<file path="config.mk">
export PLATFORM = sky130hd
export DESIGN_NAME = pat_velocity_rx
export DESIGN_NICKNAME = d
export VERILOG_FILES = /design/src/rtl/pingpong_pkg.sv /design/src/rtl/vel_abs_sat.sv /design/src/rtl/pat_velocity_rx.sv
export SDC_FILE = /design/constraint.sdc
export NUM_CORES = 1
export LEC_CHECK = 0
export ABC_AREA = 1
export CAP_MARGIN = 20
export CORE_ASPECT_RATIO = 0.8
export CORE_MARGIN = 3
export CORE_UTILIZATION = 30
export DETAILED_ROUTE_END_ITERATION = 8
export PLACE_DENSITY_LB_ADDON = 0.25
export SETUP_SLACK_MARGIN = 0.4
export SLEW_MARGIN = 30
export SYNTH_ARGS = -nofsm -noshare
export SYNTH_HDL_FRONTEND = slang
export SYNTH_SLANG_ARGS = --single-unit
export TNS_END_PERCENT = 1
</file>
<file path="constraint.sdc">
create_clock -name clk -period 5.35 [get_ports clk]
set_clock_uncertainty 0.2 [all_clocks]
set_input_delay 1.07 -clock clk [delete_from_list [all_inputs] [get_ports clk]]
set_output_delay 1.07 -clock clk [all_outputs]
set_load 0.005 [all_outputs]
</file>
<file path="src/rtl/pingpong_pkg.sv">
// Shared definitions for the pingpong_v2 paddle (pat) path.
// Holds the motion-packet receiver state enum, the default packet header,
// the velocity word field layout and the location-word field positions
// used by the downstream location stage.
package pingpong_pkg;

    // Default packet start byte from the motion MCU
    localparam logic [7:0] HEADER_DEFAULT = 8'hA5;

    // Velocity word layout: X_FIELD = 31:16, Y_FIELD = 15:0
    localparam int unsigned FIELD_W     = 16;
    localparam int unsigned MAG_W       = 15;
    localparam int unsigned FRAC_BITS   = 4;
    localparam int unsigned X_FIELD_MSB = 31;
    localparam int unsigned X_FIELD_LSB = 16;
    localparam int unsigned Y_FIELD_MSB = 15;
    localparam int unsigned Y_FIELD_LSB = 0;

    // Location word field positions, same split as the velocity word
    localparam int unsigned LOC_X_MSB = 31;
    localparam int unsigned LOC_X_LSB = 16;
    localparam int unsigned LOC_Y_MSB = 15;
    localparam int unsigned LOC_Y_LSB = 0;

    // Packet receiver FSM states
    typedef enum logic [2:0] {
        IDLE = 3'd0,
        VX_H = 3'd1,
        VX_L = 3'd2,
        VY_H = 3'd3,
        VY_L = 3'd4,
        CHK  = 3'd5
    } rx_state_e;

    // Sign-magnitude velocity word; the reserved bits are always zero
    typedef struct packed {
        logic             x_rsvd;
        logic [MAG_W-1:0] x_mag;
        logic             y_rsvd;
        logic [MAG_W-1:0] y_mag;
    } vel_word_t;

endpackage

</file>
<file path="src/rtl/vel_abs_sat.sv">
// Signed 16-bit velocity to sign + 15-bit saturated, deadzoned magnitude.
// Purely combinational; one instance per axis.
//   v      : 16-bit two's-complement velocity
//   sign_c : v[15]
//   mag_c  : |v| saturated to 15 bits, forced to 0 below DEADZONE
module vel_abs_sat
    import pingpong_pkg::*;
#(
    parameter logic [15:0] DEADZONE = 16'd8
) (
    input  logic [FIELD_W-1:0] v,
    output logic               sign_c,
    output logic [MAG_W-1:0]   mag_c
);

    logic [FIELD_W-1:0] abs_c;

    // Only 0x8000 has bit 15 set after negation; clamp it to 0x7FFF
    always_comb begin
        sign_c = v[FIELD_W-1];
        abs_c  = v[FIELD_W-1] ? (~v + FIELD_W'(1)) : v;
        mag_c  = abs_c[FIELD_W-1] ? {MAG_W{1'b1}} : abs_c[MAG_W-1:0];
        if ({1'b0, mag_c} < DEADZONE) begin
            mag_c = '0;
        end
    end

endmodule

</file>
<file path="src/rtl/pat_velocity_rx.sv">
// Motion packet receiver for the paddle (pat) path.
// Parses HEADER, vx_hi, vx_lo, vy_hi, vy_lo, chk from the decoded UART byte
// stream, converts a checksum-clean packet into the sign-magnitude velocity
// word plus direction bits, and issues the per-frame update strobe while the
// link is alive.
//   clk, rst_n   : clock, async active-low reset
//   rx_data      : received byte, qualified by rx_valid
//   frame_tick   : one-cycle strobe per video frame
//   pat_velocity : {0, |vx|[14:0], 0, |vy|[14:0]}, 4 fractional bits/field
//   direction_x  : 1 when vx >= 0
//   direction_y  : 1 when vy > 0 (paddle moves up)
//   Update_pat   : one-cycle strobe the cycle after an accepted frame_tick
//   pkt_err      : one-cycle pulse on checksum failure or byte timeout
//   link_ok      : good packet seen within the last LINK_TIMEOUT frames
module pat_velocity_rx
    import pingpong_pkg::*;
#(
    parameter logic [7:0]  HEADER       = HEADER_DEFAULT,
    parameter logic [15:0] DEADZONE     = 16'd8,
    parameter int unsigned BYTE_TIMEOUT = 50000,
    parameter int unsigned LINK_TIMEOUT = 8
) (
    input  logic        clk,
    input  logic        rst_n,
    input  logic [7:0]  rx_data,
    input  logic        rx_valid,
    input  logic        frame_tick,
    output logic [31:0] pat_velocity,
    output logic        direction_x,
    output logic        direction_y,
    output logic        Update_pat,
    output logic        pkt_err,
    output logic        link_ok
);

    localparam int unsigned TO_W  = $clog2(BYTE_TIMEOUT + 1);
    localparam int unsigned AGE_W = $clog2(LINK_TIMEOUT + 1);

    rx_state_e          state, state_nxt;
    logic [FIELD_W-1:0] vx_q, vy_q;
    logic [7:0]         chk_q;
    logic [TO_W-1:0]    to_cnt_q;
    logic [AGE_W-1:0]   age_q;
    vel_word_t          vel_q;

    logic               commit_c, bad_chk_c, timeout_c, expire_c;
    logic               sx_c, sy_c;
    logic [MAG_W-1:0]   mx_c, my_c;

    vel_abs_sat #(.DEADZONE(DEADZONE)) u_abs_x (
        .v      (vx_q),
        .sign_c (sx_c),
        .mag_c  (mx_c)
    );

    vel_abs_sat #(.DEADZONE(DEADZONE)) u_abs_y (
        .v      (vy_q),
        .sign_c (sy_c),
        .mag_c  (my_c)
    );

    // FSM state register
    always_ff @(posedge clk or negedge rst_n) begin
        if (!rst_n) begin
            state <= IDLE;
        end else begin
            state <= state_nxt;
        end
    end

    // Next state and per-cycle events; a byte arriving wins over a timeout
    always_comb begin
        state_nxt = state;
        commit_c  = 1'b0;
        bad_chk_c = 1'b0;
        timeout_c = 1'b0;
        expire_c  = 1'b0;
        if (rx_valid) begin
            case (state)
                IDLE: if (rx_data == HEADER) state_nxt = VX_H;
                VX_H: state_nxt = VX_L;
                VX_L: state_nxt = VY_H;
                VY_H: state_nxt = VY_L;
                VY_L: state_nxt = CHK;
                CHK: begin
                    state_nxt = IDLE;
                    if (rx_data == chk_q) begin
                        commit_c = 1'b1;
                    end else begin
                        bad_chk_c = 1'b1;
                    end
                end
                default: state_nxt = IDLE;
            endcase
        end else if (state != IDLE && to_cnt_q == TO_W'(BYTE_TIMEOUT)) begin
            timeout_c = 1'b1;
            state_nxt = IDLE;
        end
        // A commit in the same cycle keeps the link alive
        if (frame_tick && !commit_c && age_q == AGE_W'(LINK_TIMEOUT - 1)) begin
            expire_c = 1'b1;
        end
    end

    // Payload shift registers and running XOR of payload bytes
    always_ff @(posedge clk or negedge rst_n) begin
        if (!rst_n) begin
            vx_q  <= '0;
            vy_q  <= '0;
            chk_q <= '0;
        end else if (rx_valid) begin
            case (state)
                VX_H: begin
                    vx_q[15:8] <= rx_data;
                    chk_q      <= rx_data;
                end
                VX_L: begin
                    vx_q[7:0] <= rx_data;
                    chk_q     <= chk_q ^ rx_data;
                end
                VY_H: begin
                    vy_q[15:8] <= rx_data;
                    chk_q      <= chk_q ^ rx_data;
                end
                VY_L: begin
                    vy_q[7:0] <= rx_data;
                    chk_q     <= chk_q ^ rx_data;
                end
                default: ;
            endcase
        end
    end

    // Inter-byte gap counter, only running while inside a packet
    always_ff @(posedge clk or negedge rst_n) begin
        if (!rst_n) begin
            to_cnt_q <= '0;
        end else if (rx_valid || state == IDLE) begin
            to_cnt_q <= '0;
        end else if (to_cnt_q != TO_W'(BYTE_TIMEOUT)) begin
            to_cnt_q <= to_cnt_q + TO_W'(1);
        end
    end

    // Frames since the last good packet, saturating
    always_ff @(posedge clk or negedge rst_n) begin
        if (!rst_n) begin
            age_q <= '0;
        end else if (commit_c) begin
            age_q <= '0;
        end else if (frame_tick && age_q != AGE_W'(LINK_TIMEOUT)) begin
            age_q <= age_q + AGE_W'(1);
        end
    end

    // Output registers
    always_ff @(posedge clk or negedge rst_n) begin
        if (!rst_n) begin
            vel_q       <= '0;
            direction_x <= 1'b1;
            direction_y <= 1'b0;
            Update_pat  <= 1'b0;
            pkt_err     <= 1'b0;
            link_ok     <= 1'b0;
        end else begin
            pkt_err    <= timeout_c | bad_chk_c;
            // link_ok is sampled before any same-cycle commit
            Update_pat <= frame_tick & link_ok & ~expire_c;
            if (commit_c) begin
                vel_q       <= '{x_rsvd: 1'b0, x_mag: mx_c, y_rsvd: 1'b0, y_mag: my_c};
                direction_x <= ~sx_c;
                direction_y <= ~sy_c & (vy_q != '0);
                link_ok     <= 1'b1;
            end else if (expire_c) begin
                vel_q   <= '0;
                link_ok <= 1'b0;
            end
        end
    end

    assign pat_velocity = vel_q;

endmodule

</file>
; Word-level counts from Yosys, hierarchy flattened
; Cells that the tools add are included.
; W data, S select, Z words.
[word_totals]
output_inout_bits = 37
elab_cells = 94
register_bits = 100
inputBits = 12
[op_classes]
n_addsub = 4
mux = 28
n_reduce_logical = 21
n_bitwise = 10
n_eq_ne = 12
order_cmp = 2
[op_table]
columns = cell, n
row1 = $mux W16, 4
row2 = $mux W32, 2
row3 = $mux W15, 4
row4 = $add A16 B1 Y16 const B, 3
row5 = $not A16 Y16, 2
row6 = $lt A15 B4 Y1 const B, 2
row7 = $eq A16 B16 Y1 const B, 1
row8 = $ne A16 B16 Y1 const B, 1
row9 = $pmux W8 S2, 1
row10 = $reduce_bool A16 Y1, 1
row11 = $pmux W3 S5, 1
row12 = $reduce_and A2 Y1, 6
row13 = $mux W1, 11
row14 = $reduce_bool A2 Y1, 5
row15 = $mux W3, 3
row16 = $eq A8 B8 Y1, 1
row17 = $eq A8 B8 Y1 const B, 1
row18 = $mux W4, 2
row19 = $xor A8 B8 Y8, 1
row20 = $eq A3 B2 Y1 const B, 2
row21 = $eq A3 B3 Y1 const B, 2
row22 = $add A4 B1 Y4 const B, 1
row23 = $eq A4 B3 Y1 const B, 1
row24 = $logic_and A1 B1 Y1, 4
row25 = 11 further kinds, 15

; Depth between registers and ports, before layout
; Gate-level depths: netlist of the first run.
[logic_depth]
ltp_word = 10
ltp_mapped = 13

; By module
; Synthesis of the first run repeated with hierarchy kept, for this count alone.
[hier_totals]
cells_unflattened = 815
area_unflattened_um2 = 5830.6
[by_module_without_submodules]
columns = module, cells_each, n_inst, area_each_um2, seq_area_each_um2
row1 = pat_velocity_rx, 551, 1, 4529.3, 2453.6
row2 = vel_abs_sat, 132, 2, 650.6, 0.0

; Least setup slack after synthesis of the first run
; No wires, ideal clock.
[synth_path]
path_kind = input -> register
from = input rx_data[6]
to = register vel_q, in the netlist pat_velocity[14]
slack_ps = 2923
n_path_buf = 1
stages = 9
t_arrival_ps = 2104
setup_ps = 124
cell_sequence = xnor2_1 > nand4_1 > nor2_2 > nand2_2 > o21ai_2 > inv_2 > buf_2 > nand2_1 > o21ai_1
[synth_between]
elab_chain_len = 9
[synth_rtl]
columns = item, line_no
row1 = "start, declared", pat_velocity_rx.sv:25  ; input logic [7:0] rx_data,
row2 = $eq A8 B8 Y1 *, pat_velocity_rx.sv:87  ; if (rx_data == chk_q) begin
row3 = $mux W1 *, pat_velocity_rx.sv:87
row4 = $mux W1 *, pat_velocity_rx.sv:79  ; case (state)
row5 = $mux W1 *, pat_velocity_rx.sv:78  ; if (rx_valid) begin
row6 = $logic_not A1 Y1, pat_velocity_rx.sv:100  ; if (frame_tick && !commit_c && age_q == AGE_W'(LINK_TIMEOUT - 1)) begin
row7 = $logic_and A1 B1 Y1 (2 in a row), pat_velocity_rx.sv:100
row8 = $mux W1, pat_velocity_rx.sv:100
row9 = $reduce_bool A2 Y1 (no source line), -
row10 = "end signal, assigned", pat_velocity_rx.sv:170  ; vel_q <= '{x_rsvd: 1'b0, x_mag: mx_c, y_rsvd: 1'b0, y_mag: my_c};
row11 = "end, declared", pat_velocity_rx.sv:44  ; vel_word_t vel_q;
; Every way passes the cells marked *; elsewhere a longest branch is shown, timed or not.
; A chain may end at the register's enable or synchronous reset.

; Final worst setup path of the first run
[layout_path]
from = input rx_data[7]
to = register vel_q, in the netlist pat_velocity[11]
; The elaborated chain is that of the path after synthesis.

==> results of run 1 <==
## report_power, final
part           total (mW)  switching, mW  internal, mW
combinational        1.25          0.822         0.429
sequential           1.14          0.210         0.928
clock               0.618          0.287         0.331
total                3.01           1.32          1.69
## area by class of cell
type | count | area (µm²)
fillers | 1910 | 11200
multi-input cells | 525 | 2460
flip-flops and latches | 98 | 2450
repair buffers | 48 | 477
inverters | 83 | 312
well taps | 225 | 282
clock buffers | 11 | 243
clock inverters | 5 | 38.8
## cells in the final DEF, fill, tap and decap left out, drive strengths merged, types with 3 or more instances in the layout
| cell type | count |
|---|---|
| o21ai | 81 |
| inv | 84 |
| nor2 | 70 |
| clkdlybuf4s50 | 45 |
| nor4 | 6 |
| xnor2 | 8 |
| nand4 | 13 |
| clkinv | 3 |
| buf | 3 |
| ha | 6 |
| nor3 | 10 |
| o21bai | 3 |
| xor2 | 4 |
| a21oi | 28 |
| clkbuf | 11 |
| o211ai | 5 |
| dfrtp | 97 |
| nand2 | 217 |
| nand3 | 63 |
## per-stage QoR
step	util (%)	hold WS (ns)
after detailed placement	34.3	0.264
after CTS	35.9	0.281
after global routing	36.0	0.310
after floorplan	-	0.253
after global placement	34.3	0.260
final	36.0	0.275
## per-layer routing
metal / vias up / global-route usage (%)
met5: - / 0
met2: 82 / 19.1
met4: 0 / 3.96
li1: 2427 / -
met1: 2079 / 21.9
met3: 15 / 3.22
## critical path, cell delays in order
cell             delay, ns
clkdlybuf4s50_1       0.54
xnor2_1               0.27
nand4_1               0.16
nor2_2                0.52
nand2_2               0.43
o21ai_2               0.16
inv_2                 0.20
nand2_1               0.11
o21ai_0               0.09
## worst max-delay path by stage
stage / startpoint / end / cells past startpoint
6_report: rx_data[7] / pat_velocity[11] / 9
5_1_grt: rx_data[7] / pat_velocity[5] / 9
4_1_cts: rx_data[7] / pat_velocity[13] / 9
3_5_place_dp: rx_data[7] / pat_velocity[13] / 9
3_3_place_gp: rx_data[7] / pat_velocity[5] / 9
2_1_floorplan: rx_data[6] / pat_velocity[14] / 9
## kinds of logic after synthesis
kind of cell	Yosys count	share of synthesized area, %
and+or+nand+nor	383	30.5
AOI/OAI and AO/OA	122	12.0
buffers and inverters	106	8.19
DFF	98	45.9
xor gates and xnor gates	12	1.96
adders and majority gates	6	1.40
other	1	0.0701
## flip-flops by register name, summed over array words and instances, names as in the netlist
signal	count
pat_velocity	30
to_cnt_q	16
vx_q	16
vy_q	16
chk_q	8
age_q	4
state	3
Update_pat	1
direction_x	1
direction_y	1
link_ok	1
pkt_err	1
==> impl_metrics.toml, run 1 <==
[global_routing]
grt_use_total_pct = 14.0
grt_pass1_wl_um = 22100
grt_pass1_vias = 4272
globalRouteOverflowTotal = 0
grt_max_degree = 69
antenna_found_initial = 0

[finish]
design_area_um2 = 6270
nNetsFinal = 783
area_growth_pct = 17.2
antenna_cells = 0
stdcell_count = 995
layout-drive-gt1-share_pct = 4.03

[timing]
fmax_mhz = 280
finalWorstSetupSlack_ns = 1.78
fin_setup_tns_ns = 0
rsz0062_at_grt = "no"
max_slew.worst_pin.slew_ns = 0.869
post-route-period-util_pct = 66.6
finalCriticalPeriod_ns = 3.57
setup_viol_count_final = 0
timing.slew.headroom_pct = 41.8
timing.final.max_slew_violations = 0
hold_viol_final = 0

[floorplan]
rows = 43
start_util_pct = 30.7
io_pins = 49
die_x_um = 155
die_y_um = 125
die_area_um2 = 19500
coreArea_um2 = 17400

[place]
numPortBuffers = 46
dp_hpwl_um = 9750
gp_congestion = 0.828
preCtsSetupSlack_ns = 1.36
place_area_um2 = 5980
dp_cells = 979

[drt]
drc = 0
wl_met2_um = 5130
detailroute.wirelength.met3_um = 639
m1WireLength_um = 7090
vias = 4603
routed_wl_um = 13000
dr.pass1.iters = 4
top_layer = "met4"
wl_per_cell_um = 13.1
viasPerCell = 4.63
postRouteAntennaNets = 0
drt-initial-drc-count = 349

[synth]
synthTopCellsByCount = "nand2_1, dfrtp_1, inv_1"
yosysTopAreaCellShare_pct = 45.4
yosys-top-cells-area = "dfrtp_1, nand2_1, o21ai_0, nand3_1, inv_1"
synth_cell_types = 36
synthCells = 728
async_flop_share_pct = 100
synth_area_um2 = 5350
avgSynthCellArea_um2 = 7.35
synth.largest_area_cell = "dfrtp_1"
synthFlopType = "dfrtp_1"
synth-edff-count = 0
yosys_warnings = 0
synth.most_common_cell = "nand2_1"
yosysSeqAreaShare_pct = 45.9
ys_seq_elements = 98

[clock_network]
cts.clk_slew.worst_paths_ns = 0.07
cts_resized = 0
cts_tree = "done"
postCtsSetupBuffers = 0
clock-root-buffer = "clkbuf_16"
holdBufCountCts = 0
cts_inserted_buffers = 9
htreeDepth = 3
clock_latency_ns = 0.35
clock_path_buffers = 2
cts.sinks = 98

[power_and_ir_drop]
finalPower_mw = 3.01
leakage_nw = 3.05
powerDensity_nw_per_um2 = 480
ir_drop_v = 0.000225

[flow_run]
maxCapViolations = 0

[setup_path]
worst_ep_arrival_time_ns = 3.58
rr_startpoint = "chk_q[3]"
worst-endpoint-required_ns = 5.36
cp-end-kind = "flip-flop"
rrSetupSlack_ns = 2.70
timing.rr.end = "pat_velocity[11]"
r2r_cells = 8
start_kind = "input port"
path_class = "in2reg"
cp_max_fo = 30

[worst_hold_path]
min_from = "pat_velocity[4]"
hold_class = "reg2reg"
hold_path_depth = 2
worstHoldEndpoint = "pat_velocity[4]"

[status]
status = "finished clean"
Note: power is estimated with default switching activity, not from simulation.
==> run 2, diff against run 1 <==
Clock period 5.35 ns to 3.53 ns, I/O delays scaled along.
==> run 2 against run 1 <==
Critical path depth unchanged; count of clock-buffer cells in the layout decreased by 1; worst setup slack got worse by 0.70 ns; combinational power increased by 54%; sequential share of layout area decreased by 0.55 points.
==> impl_metrics.toml, run 2 (synthesis gave the netlist of run 1 again) <==
[place]
numPortBuffers = 46
gp_congestion = 0.865
dp_hpwl_um = 9910

[global_routing]
grt_use_total_pct = 14.2
globalRouteOverflowTotal = 0
antenna_found_initial = 0
grt_pass1_wl_um = 22500
grt_pass1_vias = 4265
grt_max_degree = 56

[drt]
viasPerCell = 4.71
dr.pass1.iters = 5
routed_wl_um = 13300
drt-initial-drc-count = 427
drc = 0
postRouteAntennaNets = 0
vias = 4715
wl_per_cell_um = 13.3

[finish]
final_cell_mix = "nand2_1, dfrtp_1, inv_1, o21ai_0, nor2_1"
seq_area_um2 = 2450
fill_cells = 1853
nNetsFinal = 790
layout-drive-gt1-share_pct = 4.89
antenna_cells = 0
area_growth_pct = 18.9
multiInputGateArea_um2 = 2460
largest_reg_flops = 30
final_common_cell = "nand2_1"

[setup_path]
worst_ep_arrival_time_ns = 2.47
cp_max_fo = 30
cp-end-kind = "flip-flop"
path_class = "in2reg"
worst-endpoint-required_ns = 3.55
r2r_cells = 10
start_kind = "input port"
rrSetupSlack_ns = 1.13

[clock_network]
clock_latency_ns = 0.35
postCtsSetupBuffers = 0
clock-root-buffer = "clkbuf_16"
cts.sinks = 98
cts_resized = 0
htreeDepth = 3
clock_path_buffers = 2
cts.clk_slew.worst_paths_ns = 0.07
holdBufCountCts = 0
cts_inserted_buffers = 9
cts_tree = "done"

[flow_run]
maxCapViolations = 0

[power_and_ir_drop]
power.share.combinational_pct = 41.0
leakage_nw = 3.10
internal-power_mw = 2.65
power_frac_seq_pct = 36.8
ir_drop_v = 0.000302
swShare_pct = 43.5
netSwitchingPower_mw = 2.03
p_clk_share_pct = 22.2
powerDensity_nw_per_um2 = 736

[timing]
fin_setup_tns_ns = 0
timing.slew.headroom_pct = 45.3
timing.final.max_slew_violations = 0
rsz0062_at_grt = "no"
setup_viol_count_final = 0
whs_ns = 0.202
hold_viol_final = 0
finalCriticalPeriod_ns = 2.44
max_slew.worst_pin.slew_ns = 0.820
fmax_mhz = 409
post-route-period-util_pct = 69.2

[worst_hold_path]
hold_class = "in2async"

[floorplan]
start_util_pct = 30.7
rows = 43
coreArea_um2 = 17400
die_y_um = 125
io_pins = 49
die_x_um = 155
die_area_um2 = 19500

[status]
status = "finished clean"
-- run 2: through the flow --
stage	setup slack, ns	total power [mW]	instances	instance area (µm²)	util, %
finish	1.09	4.68	1002	6360	36.5
global route	0.820	5.15	1002	6360	36.5
CTS	1.10	4.72	1002	6360	36.5
detailed placement	0.723	3.66	986	6050	34.7
global placement	0.752	3.64	986	6050	34.7
floorplan	1.47	3.16	729	5350	-
-- run 2: cell type report --
| cell class | count | share of cell area (%) |
|---|---|---|
| flip-flops and latches | 98 | 38.6 |
| multi-input cells | 525 | 38.7 |
| repair buffers | 55 | 8.46 |
| clock buffers | 10 | 3.76 |
| inverters | 83 | 4.90 |
| well taps | 225 | 4.43 |
| clock inverters | 6 | 1.14 |
-- run 2: layer usage --
metal	GRT usage [%]	vias to the layer above	routed length [µm]
li1	-	2444	-
met1	22.5	2142	7190
met2	19.3	116	5270
met3	3.29	13	629
met4	3.14	0	191
met5	0	-	0
-- run 2: final timing paths --
| kind | startpoint | end |
|---|---|---|
| worst min register to register | pat_velocity[4] | pat_velocity[4] |
| worst min-delay path | rst_n | Update_pat |
| worst max-delay path | rx_data[0] | pat_velocity[13] |
| worst max register to register | vx_q[15] | pat_velocity[17] |
| max in group asynchronous | rst_n | direction_x |
| min in group clk | pat_velocity[4] | pat_velocity[4] |
-- run 2: power by group through the flow --
stage	clock network, mW	logic (mW)	registers, mW
after floorplan	0	1.55	1.61
after CTS	1.08	1.92	1.72
after global placement	0	1.90	1.74
final	1.04	1.92	1.72
after global routing	1.12	2.26	1.77
after detailed placement	0	1.92	1.74
-- run 2: critical path, stage by stage --
cell	delay, ns
clkdlybuf4s50_1	0.62
xnor2_1	0.18
nand4_1	0.14
nor2_2	0.17
nand2_2	0.13
o21ai_2	0.09
inv_2	0.20
nand2_1	0.12
o21ai_0	0.09
